**src/rtl/sram_controller_pkg.sv**
```systemverilog
// Shared definitions for the data-memory SRAM controller.
//   state_t    : access FSM states and their encodings
//   op_t       : latched operation type (read / write)
//   word_addr(): CPU byte address -> 17-bit SRAM word address
//   BASE_ADDR_DEFAULT / WAIT_CYCLES_DEFAULT : default controller parameters
package sram_controller_pkg;

  localparam int unsigned BASE_ADDR_DEFAULT   = 32'd1024;
  localparam int unsigned WAIT_CYCLES_DEFAULT = 2;
  localparam int unsigned WORD_AW             = 17;
  localparam int unsigned SRAM_AW             = 18;

  typedef enum logic [2:0] {
    IDLE = 3'd0,
    LOW  = 3'd1,
    HIGH = 3'd2,
    WAIT = 3'd3,
    DONE = 3'd4
  } state_t;

  typedef enum logic {
    OP_READ  = 1'b0,
    OP_WRITE = 1'b1
  } op_t;

  // Each 32-bit word occupies two 16-bit SRAM locations. Addresses beyond the
  // 17-bit word space wrap silently.
  function automatic logic [WORD_AW-1:0] word_addr(input logic [31:0] byte_addr,
                                                   input logic [31:0] base);
    return WORD_AW'((byte_addr - base) >> 2);
  endfunction

endpackage

```
**src/rtl/sram_controller.sv**
```systemverilog
// SRAM controller: splits each 32-bit CPU load/store into two 16-bit SRAM
// accesses (low half, then high half), then idles WAIT_CYCLES cycles before
// reporting completion.
// Ports:
//   clk, rst       single clock, synchronous active-high reset
//   wr_en, rd_en   MEM-stage store / load request (store wins if both)
//   address        CPU byte address (word aligned)
//   writeData      store data
//   readData       load result, held until the next load overwrites it
//   ready          0 freezes the pipeline; 1 = access complete or no access
//   SRAM_ADDR      half-word address to SRAM
//   SRAM_WE_N      SRAM write strobe, active low
//   SRAM_DQ_out    data driven onto the SRAM DQ bus
//   SRAM_DQ_oe     1 = controller drives DQ
//   SRAM_DQ_in     data returned from SRAM
module sram_controller
  import sram_controller_pkg::*;
#(
  parameter int unsigned BASE_ADDR   = BASE_ADDR_DEFAULT,
  parameter int unsigned WAIT_CYCLES = WAIT_CYCLES_DEFAULT  // legal range 1..7
) (
  input  logic                 clk,
  input  logic                 rst,
  input  logic                 wr_en,
  input  logic                 rd_en,
  input  logic [31:0]          address,
  input  logic [31:0]          writeData,
  output logic [31:0]          readData,
  output logic                 ready,
  output logic [SRAM_AW-1:0]   SRAM_ADDR,
  output logic                 SRAM_WE_N,
  output logic [15:0]          SRAM_DQ_out,
  output logic                 SRAM_DQ_oe,
  input  logic [15:0]          SRAM_DQ_in
);

  localparam logic [2:0] WAIT_LAST = 3'(WAIT_CYCLES - 1);

  state_t               state;
  state_t               state_next;
  logic [2:0]           wait_cnt;
  logic [WORD_AW-1:0]   addr_q;
  logic [31:0]          data_q;
  op_t                  op_q;
  logic                 req;

  assign req = wr_en | rd_en;

  // State register.
  // NOTE: reset is sampled on the clock edge like any other input, so it
  // lives inside the clocked block rather than in the sensitivity list.
  always_ff @(posedge clk) begin
    if (rst) state <= IDLE;
    else     state <= state_next;
  end

  // Next-state logic.
  always_comb begin
    // NOTE: assigning a default before the case keeps every path covered,
    // so no latch is inferred for state_next.
    state_next = state;
    unique case (state)
      IDLE:    if (req) state_next = LOW;
      LOW:     state_next = HIGH;
      HIGH:    state_next = WAIT;
      WAIT:    if (wait_cnt == WAIT_LAST) state_next = DONE;
      DONE:    state_next = IDLE;
      default: state_next = IDLE;
    endcase
  end

  // Request latch, wait counter and load-data capture.
  always_ff @(posedge clk) begin
    if (rst) begin
      wait_cnt <= 3'd0;
      addr_q   <= '0;
      data_q   <= 32'd0;
      op_q     <= OP_READ;
      readData <= 32'd0;
    end else begin
      // NOTE: non-blocking assignments make every register here update from
      // the pre-edge values, independent of statement order.
      // The request is sampled only when accepted; later changes to the CPU
      // inputs cannot disturb an access in flight.
      if (state == IDLE && req) begin
        addr_q <= word_addr(address, 32'(BASE_ADDR));
        data_q <= writeData;
        op_q   <= wr_en ? OP_WRITE : OP_READ;
      end

      // Counter is zero on entry to WAIT because it is held clear elsewhere.
      if (state == WAIT) wait_cnt <= wait_cnt + 3'd1;
      else               wait_cnt <= 3'd0;

      if (op_q == OP_READ) begin
        if (state == LOW)  readData[15:0]  <= SRAM_DQ_in;
        if (state == HIGH) readData[31:16] <= SRAM_DQ_in;
      end
    end
  end

  // State-derived outputs.
  always_comb begin
    ready       = 1'b1;
    SRAM_ADDR   = '0;
    SRAM_WE_N   = 1'b1;
    SRAM_DQ_out = 16'd0;
    SRAM_DQ_oe  = 1'b0;
    unique case (state)
      // A new request freezes the pipeline in the same cycle it appears.
      IDLE: ready = ~req;
      LOW: begin
        ready     = 1'b0;
        SRAM_ADDR = {addr_q, 1'b0};
        if (op_q == OP_WRITE) begin
          SRAM_WE_N   = 1'b0;
          SRAM_DQ_oe  = 1'b1;
          SRAM_DQ_out = data_q[15:0];
        end
      end
      HIGH: begin
        ready     = 1'b0;
        SRAM_ADDR = {addr_q, 1'b1};
        if (op_q == OP_WRITE) begin
          SRAM_WE_N   = 1'b0;
          SRAM_DQ_oe  = 1'b1;
          SRAM_DQ_out = data_q[31:16];
        end
      end
      WAIT:    ready = 1'b0;
      DONE:    ready = 1'b1;
      default: ready = 1'b1;
    endcase
  end

endmodule

```
**config.mk**
```make
export PLATFORM = sky130hd
export DESIGN_NAME = sram_controller
export DESIGN_NICKNAME = d
export VERILOG_FILES = /design/src/rtl/sram_controller_pkg.sv /design/src/rtl/sram_controller.sv
export SDC_FILE = /design/constraint.sdc
export NUM_CORES = 1
export LEC_CHECK = 0
export BUFFER_PORTS_ARGS = -buffer_cell sky130_fd_sc_hd__clkbuf_2
export CORE_UTILIZATION = 32
export DETAILED_ROUTE_END_ITERATION = 12
export HOLD_SLACK_MARGIN = 0.03
export PLACE_DENSITY = 0.6
export SLEW_MARGIN = 30
export SYNTH_ARGS = -nofsm -noshare
export SYNTH_HDL_FRONTEND = slang
export SYNTH_SLANG_ARGS = --single-unit
```
**constraint.sdc**
```tcl
create_clock -name clk -period 4.3 [get_ports clk]
set_input_delay 0.86 -clock clk [delete_from_list [all_inputs] [get_ports clk]]
set_output_delay 0.86 -clock clk [all_outputs]
set_load 0.02 [all_outputs]
```
Word level (Yosys, flattened, before mapping)
Index checks and enable logic that the tools add are counted.
- flip-flop bits (word level): 88
- bits of input ports: 84
- output and inout port bits: 69
- add/sub/neg operators: 2
- equal/unequal tests: 6
- multiplexer cells: 13
- bitwise logic cells: 4
- reductions and logical operators: 8
- operator list (operator ; count):
    18-bit one-hot mux with 2 select lines ; 1
    16-bit two-way mux ; 2
    16-bit one-hot mux with 2 select lines ; 1
    19-bit by 11-bit subtractor with 19-bit output, second input constant ; 1
    3-bit one-hot mux with 4 select lines ; 1
    3-bit by 1-bit == test with 1-bit output, second input constant ; 2
    3-bit by 2-bit == test with 1-bit output, second input constant ; 2
    3-bit two-way mux ; 2
    2-bit AND reduction ; 3
    1-bit two-way mux ; 5
    2-bit inequality test, second input constant ; 2
    2-bit OR reduction ; 2
    3-bit by 1-bit adder with 3-bit output, second input constant ; 1
    3-bit zero test ; 1
    1-bit NOT ; 3
    3-bit OR reduction ; 1
    1-bit one-hot mux with 2 select lines ; 1
    1-bit logical AND ; 1
    1-bit bitwise OR ; 1

Logic depth before layout (Yosys ltp)
Gate-level depths: netlist of run 1.
- depth after elaboration: 3
- depth in mapped cells: 6

Worst setup path before layout of run 1
Ideal clock, no wire load.
- path type: register -> output
- start point: register state[1]
- end point: output SRAM_DQ_out[0]
- arrival: 1.794 ns
- data required time: 3.440 ns
- slack: 1.646 ns
- stages on the path, launching flop included: 6
- buffers on the path: 2
- cells stage by stage: dfxtp_1 buf_2 nor3b_2 clkbuf_1 a22oi_1 nor2b_1
- cells in the longest elaborated chain, start to end: 2
- RTL lines (what ; RTL line ; text):
    start, declared ; sram_controller.sv:39 ; state_t state;
    start signal, assigned ; sram_controller.sv:54 ; else state <= state_next;
    3-bit by 2-bit == test with 1-bit output / 3-bit by 1-bit == test with 1-bit output (equally long branches) ; sram_controller.sv:109 ; unique case (state)
    16-bit one-hot mux with 2 select lines * ; sram_controller.sv:109 ;
    end, declared ; sram_controller.sv:32 ; output logic [15:0] SRAM_DQ_out,
Every way passes the cells marked *; elsewhere a longest branch is shown, timed or not.

Worst setup path in the final report of run 1
- start point: register state[0]
- end point: output SRAM_ADDR[8]
- cells in the longest elaborated chain, start to end: 2
- RTL lines (what ; RTL line ; text):
    3-bit by 2-bit == test with 1-bit output / 3-bit by 1-bit == test with 1-bit output (equally long branches) ; sram_controller.sv:109 ;
    18-bit one-hot mux with 2 select lines * ; sram_controller.sv:109 ;
    end, declared ; sram_controller.sv:30 ; output logic [SRAM_AW-1:0] SRAM_ADDR,
Marked as above.

==> results of run 1 <==
[cell families (layout without fill, tap and decap cells)]
logic type      after synthesis  after routing
flops                        88             88
simple gates                170            170
buf+inv                      48            166
compound gates              158            158
xor+xnor                      3              3
fa+ha+maj                     3              3
[cell usage after synthesis, types with 3 or more instances]
| cell type | n | share of area, % |
|---|---|---|
| a211oi_1 | 3 | 0.60 |
| a22oi_1 | 16 | 3.2 |
| a21oi_1 | 83 | 11 |
| clkbuf_1 | 38 | 3.8 |
| nand2b_1 | 3 | 0.50 |
| inv_1 | 5 | 0.50 |
| ha_1 | 3 | 1.0 |
| dfxtp_1 | 88 | 47 |
| or3_1 | 5 | 0.83 |
| and2_1 | 18 | 3.0 |
| buf_2 | 5 | 0.66 |
| nand3_1 | 41 | 5.5 |
| nand2_1 | 67 | 6.7 |
| nor2b_1 | 16 | 2.7 |
| a311oi_1 | 5 | 1.2 |
| nor2_1 | 7 | 0.70 |
| o21ai_1 | 43 | 5.7 |
| o21ai_0 | 3 | 0.40 |
[worst register-to-register path: cells and delay by family (launching register included)]
kind | cells | cell delay, ns
flip-flops | 1 | 0.59
AO/OA/AOI/OAI | 1 | 0.08
AND/OR/NAND/NOR | 2 | 1.17
[power by group]
group          total (uW)  switching [uW]  internal [uW]
Sequential            920            42.0            878
Combinational         360             231            129
Clock                 789             335            454
[cell type report]
| cell class | count | area [sq um] | area share [%] |
|---|---|---|---|
| Clock inverter | 6 | 67.56 | 1.397 |
| Clock buffer | 10 | 229.0 | 4.735 |
| Sequential cell | 88 | 1762 | 36.43 |
| Inverter | 5 | 18.77 | 0.3881 |
| Multi-Input combinational cell | 334 | 1834 | 37.93 |
| Timing Repair Buffer | 145 | 745.7 | 15.42 |
| Tap cell | 143 | 178.9 | 3.700 |
[routing by layer]
metal  track usage [%]  up-vias  part of all wire [%]
li1                  -     1868                     -
met5                 0        -                     0
met4             6.311        0                   1.2
met1             24.84     1750                    48
met2             28.03      117                    45
met3             3.842        8                   5.8
[sequential cells by signal, indices dropped and copies added, names as in the netlist]
| signal | count |
|---|---|
| addr_q | 17 |
| data_q | 32 |
| op_q | 1 |
| readData | 32 |
| state | 3 |
| wait_cnt | 3 |
[per-stage QoR]
step / util (%) / area (sq um) / hold slack [ns]
after CTS: 42.31 / 4831 / 0.4563
after detailed placement: 39.71 / 4534 / 0.4421
final: 42.35 / 4836 / 0.4545
after global placement: 39.71 / 4534 / 0.4326
after global routing: 42.35 / 4836 / 0.4694
after floorplan: - / 3765 / 0.4215
[path summary, 6_finish.rpt]
check | from | end | slack (ns) | cells after the start
worst min register to register | readData[30]$_SDFFE_PP0P_ | readData[30]$_SDFFE_PP0P_ | 0.45 | 2
worst max-delay path | state[0]$_SDFFE_PP0P_ | SRAM_ADDR[8] | 1.46 | 4
worst max register to register | op_q$_SDFFE_PP0P_ | readData[26]$_SDFFE_PP0P_ | 2.34 | 3
worst min-delay path | readData[30]$_SDFFE_PP0P_ | readData[30]$_SDFFE_PP0P_ | 0.45 | 2
==> flow_summary_export.csv, run 1 <==
group,metric,value,unit
floorplanning,die_w,110.5,um
yosys,ys_types,32,
final_layout,fillers,1191,
place,gp_congestion,0.7525,
worst_setup_path,cp_slowest_stage_delay,0.59,ns
power_and_ir_drop,power,2068,uW
cts,cts_buffers,9,
timing,rsz0062_at_grt,"no",
global_routing,grt_antenna_before_repair,0,
yosys,synth_flop_cell,"dfxtp_1",
floorplanning,fp.dieArea,12200,sq um
timing,setup_violations,0,
job,cap_viol_max_count,0,
place,dp_hpwl,6963,um
cts,cts.clk_slew.worst_paths,0.07,ns
place,post-place-ws,1.560,ns
cts,cts_root_buf,"clkbuf_16",
drt,drt_wl_total,10910,um
worst_setup_path,end_kind,"output port",
floorplanning,core-area,11420,sq um
yosys,synthAdderAreaFrac,0.9970,%
yosys,ys_seq_elements,88,
place,placedCellCount,715,
global_routing,grt_overflow,0,
cts,cts_resized,0,
floorplanning,io_pins,153,
yosys,synth_compound_area_share,23.33,%
cts,clock_latency,0.33,ns
drt,drtAntennaViolNets,0,
power_and_ir_drop,vdd_ir_drop_max,0.2268,mV
worst_setup_path,cpMaxStageDelayCell,"dfxtp_1",
yosys,syn_area,3765,sq um
drt,vias,3743,
timing,period_minus_slack,2.844,ns
global_routing,grt_pass1_vias,3533,
cts,htree_num_levels,3,
drt,dr.first_iter.drc_count,180,
yosys,muxShareOfSynthArea,0,%
yosys,synth-seq-area-share,46.79,%
yosys,synthArstFlopShare,0,%
timing,slew_viol_final,0,
timing,hold_violations,0,
timing,slew_headroom,36.88,%
cts,clock_sink_count,88,
cts,cts_buffer_depth,2,
place,portBuffers,137,
final_layout,n_antenna_cell,0,
power_and_ir_drop,powerDensity,427.7,nW/um^2
yosys,syn_avg_cell_area,8.010,sq um
timing,timing.final.crit_share,66.14,%
worst_setup_path,crit_family,"simple AND/OR/NAND/NOR gates",
yosys,yosys_warnings,0,
cts,cts_tree,"done",
outcome,status,"finished clean",
yosys,synth_edf_count,0,
yosys,syn-num-nets,557,
final_layout,nets,670,
final_layout,drive_above_1_share,29.42,%
drt,dr.pass1.iters,4,
yosys,synthSimpleGateAreaFrac,23.23,%
timing,timing.final.ws_setup,1.456,ns
final_layout,final_common_cell,"clkbuf_2",
floorplanning,die-height,110.5,um
drt,wl_per_cell,14.92,um
worst_setup_path,cp.buffers_inverters,1,
floorplanning,row_count,39,
timing,skew,0.004648,ns
floorplanning,start_util,32.97,%
yosys,synth_cells,470,
worst_setup_path,path_cells,"xnor2_1, nor2_2, and2_1, clkbuf_2",
worst_setup_path,path_class,"flip-flop to output port",
power_and_ir_drop,leakage,0.001976,uW
global_routing,grt_first_pass_wirelength,17950,um
cts,cts_setup_buffers,0,
final_layout,final_cell_mix,"136 x clkbuf_2, 88 x dfxtp_1, 83 x a21oi_1",
yosys,synth_xor_area_share,0.6979,%
yosys,synth_top_family_by_area,"compound AO/OA/AOI/OAI gates",
drt,avgViaCountPerCell,5.120,
global_routing,grt_max_degree,51,
hold_path,hold_class,"flip-flop to flip-flop",
cts,holdBufCountCts,0,
timing,max_freq,351.6,MHz
timing,tightest_slew,0.9468,ns
worst_setup_path,crit_fanout,19,
timing,setup_tns,0,ns
global_routing,grt.total_usage,18.10,%
final_layout,syn_to_final_growth,28.45,%
final_layout,layoutNonFillerInstCount,731,
worst_setup_path,worst_ep_required_time,3.44,ns
drt,drcViolationCount,0,
worst_setup_path,cp.arrival,1.98,ns
worst_setup_path,crit_path_start_kind,"flip-flop",
Note: power is estimated with default switching activity, not from simulation.
==> run 2: changes to the inputs <==
- clock period: 4.3 -> 2.9 ns (I/O delays scaled with it)
==> flow_summary_export.csv, run 2 (synthesis gave the netlist of run 1 again) <==
group,metric,value,unit
global_routing,grt.total_usage,17.61,%
cts,cts_setup_buffers,0,
timing,setup_violations,0,
worst_setup_path,crit_path_start_kind,"flip-flop",
worst_setup_path,worst_ep_required_time,2.32,ns
drt,avgViaCountPerCell,5.127,
final_layout,layoutNonFillerInstCount,733,
worst_setup_path,path_class,"flip-flop to output port",
floorplanning,fp.dieArea,12200,sq um
floorplanning,die-height,110.5,um
cts,holdBufCountCts,0,
floorplanning,row_count,39,
hold_path,min-delay-start,"readData[0]$_SDFFE_PP0P_",
timing,tightest_slew,0.9611,ns
hold_path,whs_endpoint,"readData[0]$_SDFFE_PP0P_",
floorplanning,io_pins,153,
power_and_ir_drop,power,3142,uW
drt,drcViolationCount,0,
place,dp_hpwl,7032,um
floorplanning,die_w,110.5,um
timing,max_freq,396.0,MHz
power_and_ir_drop,leakage,0.001999,uW
cts,cts_tree,"done",
global_routing,grt_pass1_vias,3568,
final_layout,postLayoutCellArea,4872,sq um
worst_setup_path,path_cells,"nor3b_2, buf_4, a22oi_1, nor2b_1, clkbuf_2",
place,gp_congestion,0.7558,
place,place_area,4549,sq um
power_and_ir_drop,powerDensity,644.9,nW/um^2
worst_setup_path,cp_slowest_stage_delay,0.60,ns
drt,vias,3758,
global_routing,grt_overflow,0,
worst_setup_path,cpMaxStageDelayCell,"dfxtp_1",
cts,clock_latency,0.33,ns
worst_setup_path,end_kind,"output port",
worst_setup_path,reg2reg_from,"op_q$_SDFFE_PP0P_",
final_layout,top_regs,"data_q: 32 flops, readData: 32 flops, addr_q: 17 flops",
global_routing,grt_antenna_before_repair,1,
final_layout,final_common_cell,"clkbuf_2",
timing,timing.final.crit_share,87.09,%
global_routing,grt_max_degree,51,
worst_setup_path,r2r_slack,0.97,ns
drt,dr.pass1.iters,4,
worst_setup_path,cp.arrival,1.95,ns
floorplanning,start_util,32.97,%
cts,cts_buffers,9,
place,placedCellCount,717,
final_layout,nets,672,
timing,period_minus_slack,2.525,ns
timing,slew_headroom,35.93,%
hold_path,holdPathStages,2,
place,post-place-ws,0.7288,ns
cts,htree_num_levels,3,
final_layout,n_antenna_cell,0,
timing,slew_viol_final,0,
worst_setup_path,rr_endpoint,"readData[29]$_SDFFE_PP0P_",
cts,cts_root_buf,"clkbuf_16",
drt,drtAntennaViolNets,0,
drt,dr.first_iter.drc_count,181,
cts,cts.clk_slew.worst_paths,0.06,ns
final_layout,final_cell_mix,"136 x clkbuf_2, 88 x dfxtp_1, 83 x a21oi_1",
timing,setup_tns,0,ns
place,portBuffers,137,
hold_path,hold_class,"flip-flop to flip-flop",
timing,timing.final.ws_setup,0.3745,ns
power_and_ir_drop,vdd_ir_drop_max,0.2874,mV
timing,skew,0.006680,ns
job,cap_viol_max_count,0,
timing,rsz0062_at_grt,"no",
outcome,status,"finished clean",
cts,cts_resized,0,
final_layout,syn_to_final_growth,29.41,%
drt,wl_per_cell,14.50,um
cts,clock_sink_count,88,
drt,drt_wl_total,10630,um
global_routing,grt_first_pass_wirelength,17460,um
worst_setup_path,r2r_cells,3,
floorplanning,core-area,11420,sq um
cts,cts_buffer_depth,2,
final_layout,drive_above_1_share,29.32,%
timing,hold_violations,0,
worst_setup_path,crit_fanout,16,
worst_setup_path,startpoint,"state[0]$_SDFFE_PP0P_",
==> run 2: worst max path at each step <==
stage                                 end  slack, ns
after CTS                 SRAM_DQ_out[10]       0.36
after floorplan            SRAM_DQ_out[0]       0.53
final                     SRAM_DQ_out[15]       0.37
after global routing      SRAM_DQ_out[10]       0.23
after detailed placement  SRAM_DQ_out[10]       0.73
after global placement    SRAM_DQ_out[10]       0.79
==> run 2: final cells by class <==
class	count	area (sq um)
inverters	5	18.77
clock buffers	12	246.5
repair buffers	147	760.7
multi-input cells	334	1829
fillers	1180	6546
well taps	143	178.9
clock inverters	4	76.32
flip-flops and latches	88	1762
==> run 2: where the power goes <==
group	leakage, uW	switching, uW	internal (uW)
combinational	0.00112	341	194
sequential	0.000721	60.9	1300
clock	0.000153	462	782
total	0.00200	864	2280
==> run 2: routing by layer <==
metal	share of wire (%)	vias up	GRT usage (%)
met3	6.1	16	4.830
met5	0.16	-	0
met4	1.7	2	7.111
met1	47	1752	23.44
met2	45	123	26.87
li1	-	1865	-
==> run 2: per-stage QoR <==
step	utilization (%)	hold slack (ns)
3_3_place_gp	39.84	0.4333
5_1_grt	42.67	0.4512
4_1_cts	42.67	0.4458
2_1_floorplan	-	0.4215
3_5_place_dp	39.84	0.4483
6_report	42.67	0.4548
==> run 2: worst max-delay path, delay by kind of cell (launching register included) <==
kind            cells  cell delay (ns)
simple gates        2             0.44
flops               1             0.60
compound gates      1             0.11
buf+inv             2             0.45
==> run 3: changes to the inputs <==
- CORE_UTILIZATION: 32 -> 48
- CTS_CLUSTER_DIAMETER: default -> 200
- PLACE_DENSITY: 0.6 -> 0.83
==> flow_summary_export.csv, run 3 (synthesis gave the netlist of run 1 again) <==
group,metric,value,unit
outcome,status,"finished clean",
worst_setup_path,reg2reg_from,"op_q$_SDFFE_PP0P_",
global_routing,grt.total_usage,23.75,%
drt,dr.first_iter.drc_count,182,
global_routing,grt_overflow,0,
worst_setup_path,r2r_slack,0.99,ns
timing,period_minus_slack,2.545,ns
worst_setup_path,worst_ep_required_time,2.32,ns
worst_setup_path,end_kind,"output port",
timing,max_freq,393.0,MHz
global_routing,grt_antenna_before_repair,0,
global_routing,grt_pass1_vias,3358,
cts,cts_tree,"done",
cts,clock_latency,0.34,ns
worst_setup_path,cp.arrival,1.96,ns
worst_setup_path,crit_family,"simple AND/OR/NAND/NOR gates",
drt,wl_per_cell,14.05,um
final_layout,fillers,657,
place,gp_congestion,0.7752,
place,portBuffers,137,
floorplanning,core-area,7408,sq um
power_and_ir_drop,swShare,29.47,%
final_layout,n_antenna_cell,0,
worst_setup_path,crit_fanout,19,
drt,drtAntennaViolNets,0,
power_and_ir_drop,pwr-share-clk,31.3,%
worst_setup_path,cp_slowest_stage_delay,0.60,ns
final_layout,drive_above_1_share,29.49,%
timing,tightest_slew,0.8155,ns
cts,cts_resized,0,
drt,avgViaCountPerCell,5.441,
place,dp_hpwl,6579,um
final_layout,layoutNonFillerInstCount,689,
worst_setup_path,path_class,"flip-flop to output port",
worst_setup_path,rr_endpoint,"readData[25]$_SDFFE_PP0P_",
timing,skew,0.006172,ns
floorplanning,io_pins,153,
timing,setup_violations,0,
power_and_ir_drop,vdd_ir_drop_max,0.3023,mV
cts,cts_setup_buffers,0,
worst_setup_path,crit_path_start_kind,"flip-flop",
cts,htree_num_levels,3,
job,cap_viol_max_count,0,
cts,cts_root_buf,"clkbuf_8",
final_layout,top_regs,"data_q: 32 flops, readData: 32 flops, addr_q: 17 flops",
drt,dr.pass1.iters,4,
hold_path,whs_endpoint,"addr_q[8]$_SDFFE_PP0P_",
hold_path,min-delay-start,"address[10]",
power_and_ir_drop,p_int,1940,uW
timing,hold_violations,0,
cts,cts_buffer_depth,2,
timing,rsz0062_at_grt,"no",
cts,clock_sink_count,88,
global_routing,grt_max_degree,51,
drt,drcViolationCount,0,
timing,timing.final.crit_share,87.75,%
drt,drt_wl_total,9680,um
power_and_ir_drop,seqPwrFrac,49.5,%
power_and_ir_drop,p_comb_share,19.2,%
place,placedCellCount,673,
power_and_ir_drop,leakage,0.001944,uW
final_layout,nets,672,
hold_path,hold_class,"input pin to flip-flop",
hold_path,holdPathStages,2,
power_and_ir_drop,p_sw,810.9,uW
worst_setup_path,path_cells,"xnor2_1, nor2_2, and2_1, clkbuf_2",
worst_setup_path,r2r_cells,3,
worst_setup_path,cp.buffers_inverters,1,
final_layout,final_common_cell,"clkbuf_2",
global_routing,grt_first_pass_wirelength,15960,um
timing,slew_headroom,45.63,%
timing,slew_viol_final,0,
final_layout,final_cell_mix,"137 x clkbuf_2, 88 x dfxtp_1, 83 x a21oi_1",
cts,cts_buffers,9,
power_and_ir_drop,powerDensity,583.2,nW/um^2
floorplanning,start_util,50.82,%
cts,holdBufCountCts,0,
floorplanning,row_count,31,
timing,setup_tns,0,ns
floorplanning,fp.dieArea,8202,sq um
drt,vias,3749,
floorplanning,die_w,90.57,um
floorplanning,die-height,90.57,um
final_layout,syn_to_final_growth,25.29,%
cts,cts.clk_slew.worst_paths,0.08,ns
worst_setup_path,cpMaxStageDelayCell,"dfxtp_1",
-- run 3: worst max-delay path by stage --
| stage | start | endpoint | slack [ns] | depth (start not counted) |
|---|---|---|---|---|
| 3_5_place_dp | state[0]$_SDFFE_PP0P_ | SRAM_ADDR[8] | 0.50 | 4 |
| 6_report | state[0]$_SDFFE_PP0P_ | SRAM_ADDR[8] | 0.36 | 4 |
| 3_3_place_gp | state[0]$_SDFFE_PP0P_ | SRAM_ADDR[1] | 0.58 | 4 |
| 4_1_cts | state[0]$_SDFFE_PP0P_ | SRAM_ADDR[8] | 0.12 | 4 |
| 2_1_floorplan | state[1]$_SDFFE_PP0P_ | SRAM_DQ_out[0] | 0.53 | 5 |
| 5_1_grt | state[0]$_SDFFE_PP0P_ | SRAM_ADDR[4] | 0.13 | 4 |
-- run 3: cell type report --
| cell class | instances | area (sq um) | area share (%) |
|---|---|---|---|
| inverters | 5 | 18.77 | 0.3979 |
| clock buffers | 12 | 155.1 | 3.289 |
| multi-input cells | 334 | 1832 | 38.83 |
| clock inverters | 4 | 52.55 | 1.114 |
| flip-flops and latches | 88 | 1762 | 37.35 |
| repair buffers | 147 | 773.2 | 16.39 |
| well taps | 99 | 123.9 | 2.626 |
-- run 3: stage by stage --
step | setup slack (ns) | util [%] | hold WS [ns] | cell area, sq um | total power [uW]
floorplan | 0.5258 | - | 0.4215 | 3765 | 1727
global placement | 0.5824 | 60.83 | 0.4314 | 4507 | 1899
detailed placement | 0.5039 | 60.83 | 0.4398 | 4507 | 1914
CTS | 0.1189 | 63.64 | 0.4321 | 4715 | 2767
global route | 0.1343 | 63.67 | 0.4494 | 4717 | 2892
finish | 0.3552 | 63.67 | 0.4470 | 4717 | 2751
-- run 3: per-layer routing --
metal | GRT usage [%] | share of wire (%) | vias up
li1 | - | - | 1865
met4 | 5.108 | 0.69 | 0
met2 | 39.20 | 48 | 148
met5 | 0 | 0 | -
met3 | 5.892 | 7.4 | 5
met1 | 31.32 | 44 | 1731
-- run 3: power groups by stage --
stage	Clock, uW	Combinational, uW	Sequential (uW)
6_report	862	529	1360
5_1_grt	934	585	1370
4_1_cts	880	527	1360
3_5_place_dp	0	527	1390
3_3_place_gp	0	516	1380
2_1_floorplan	0	331	1400
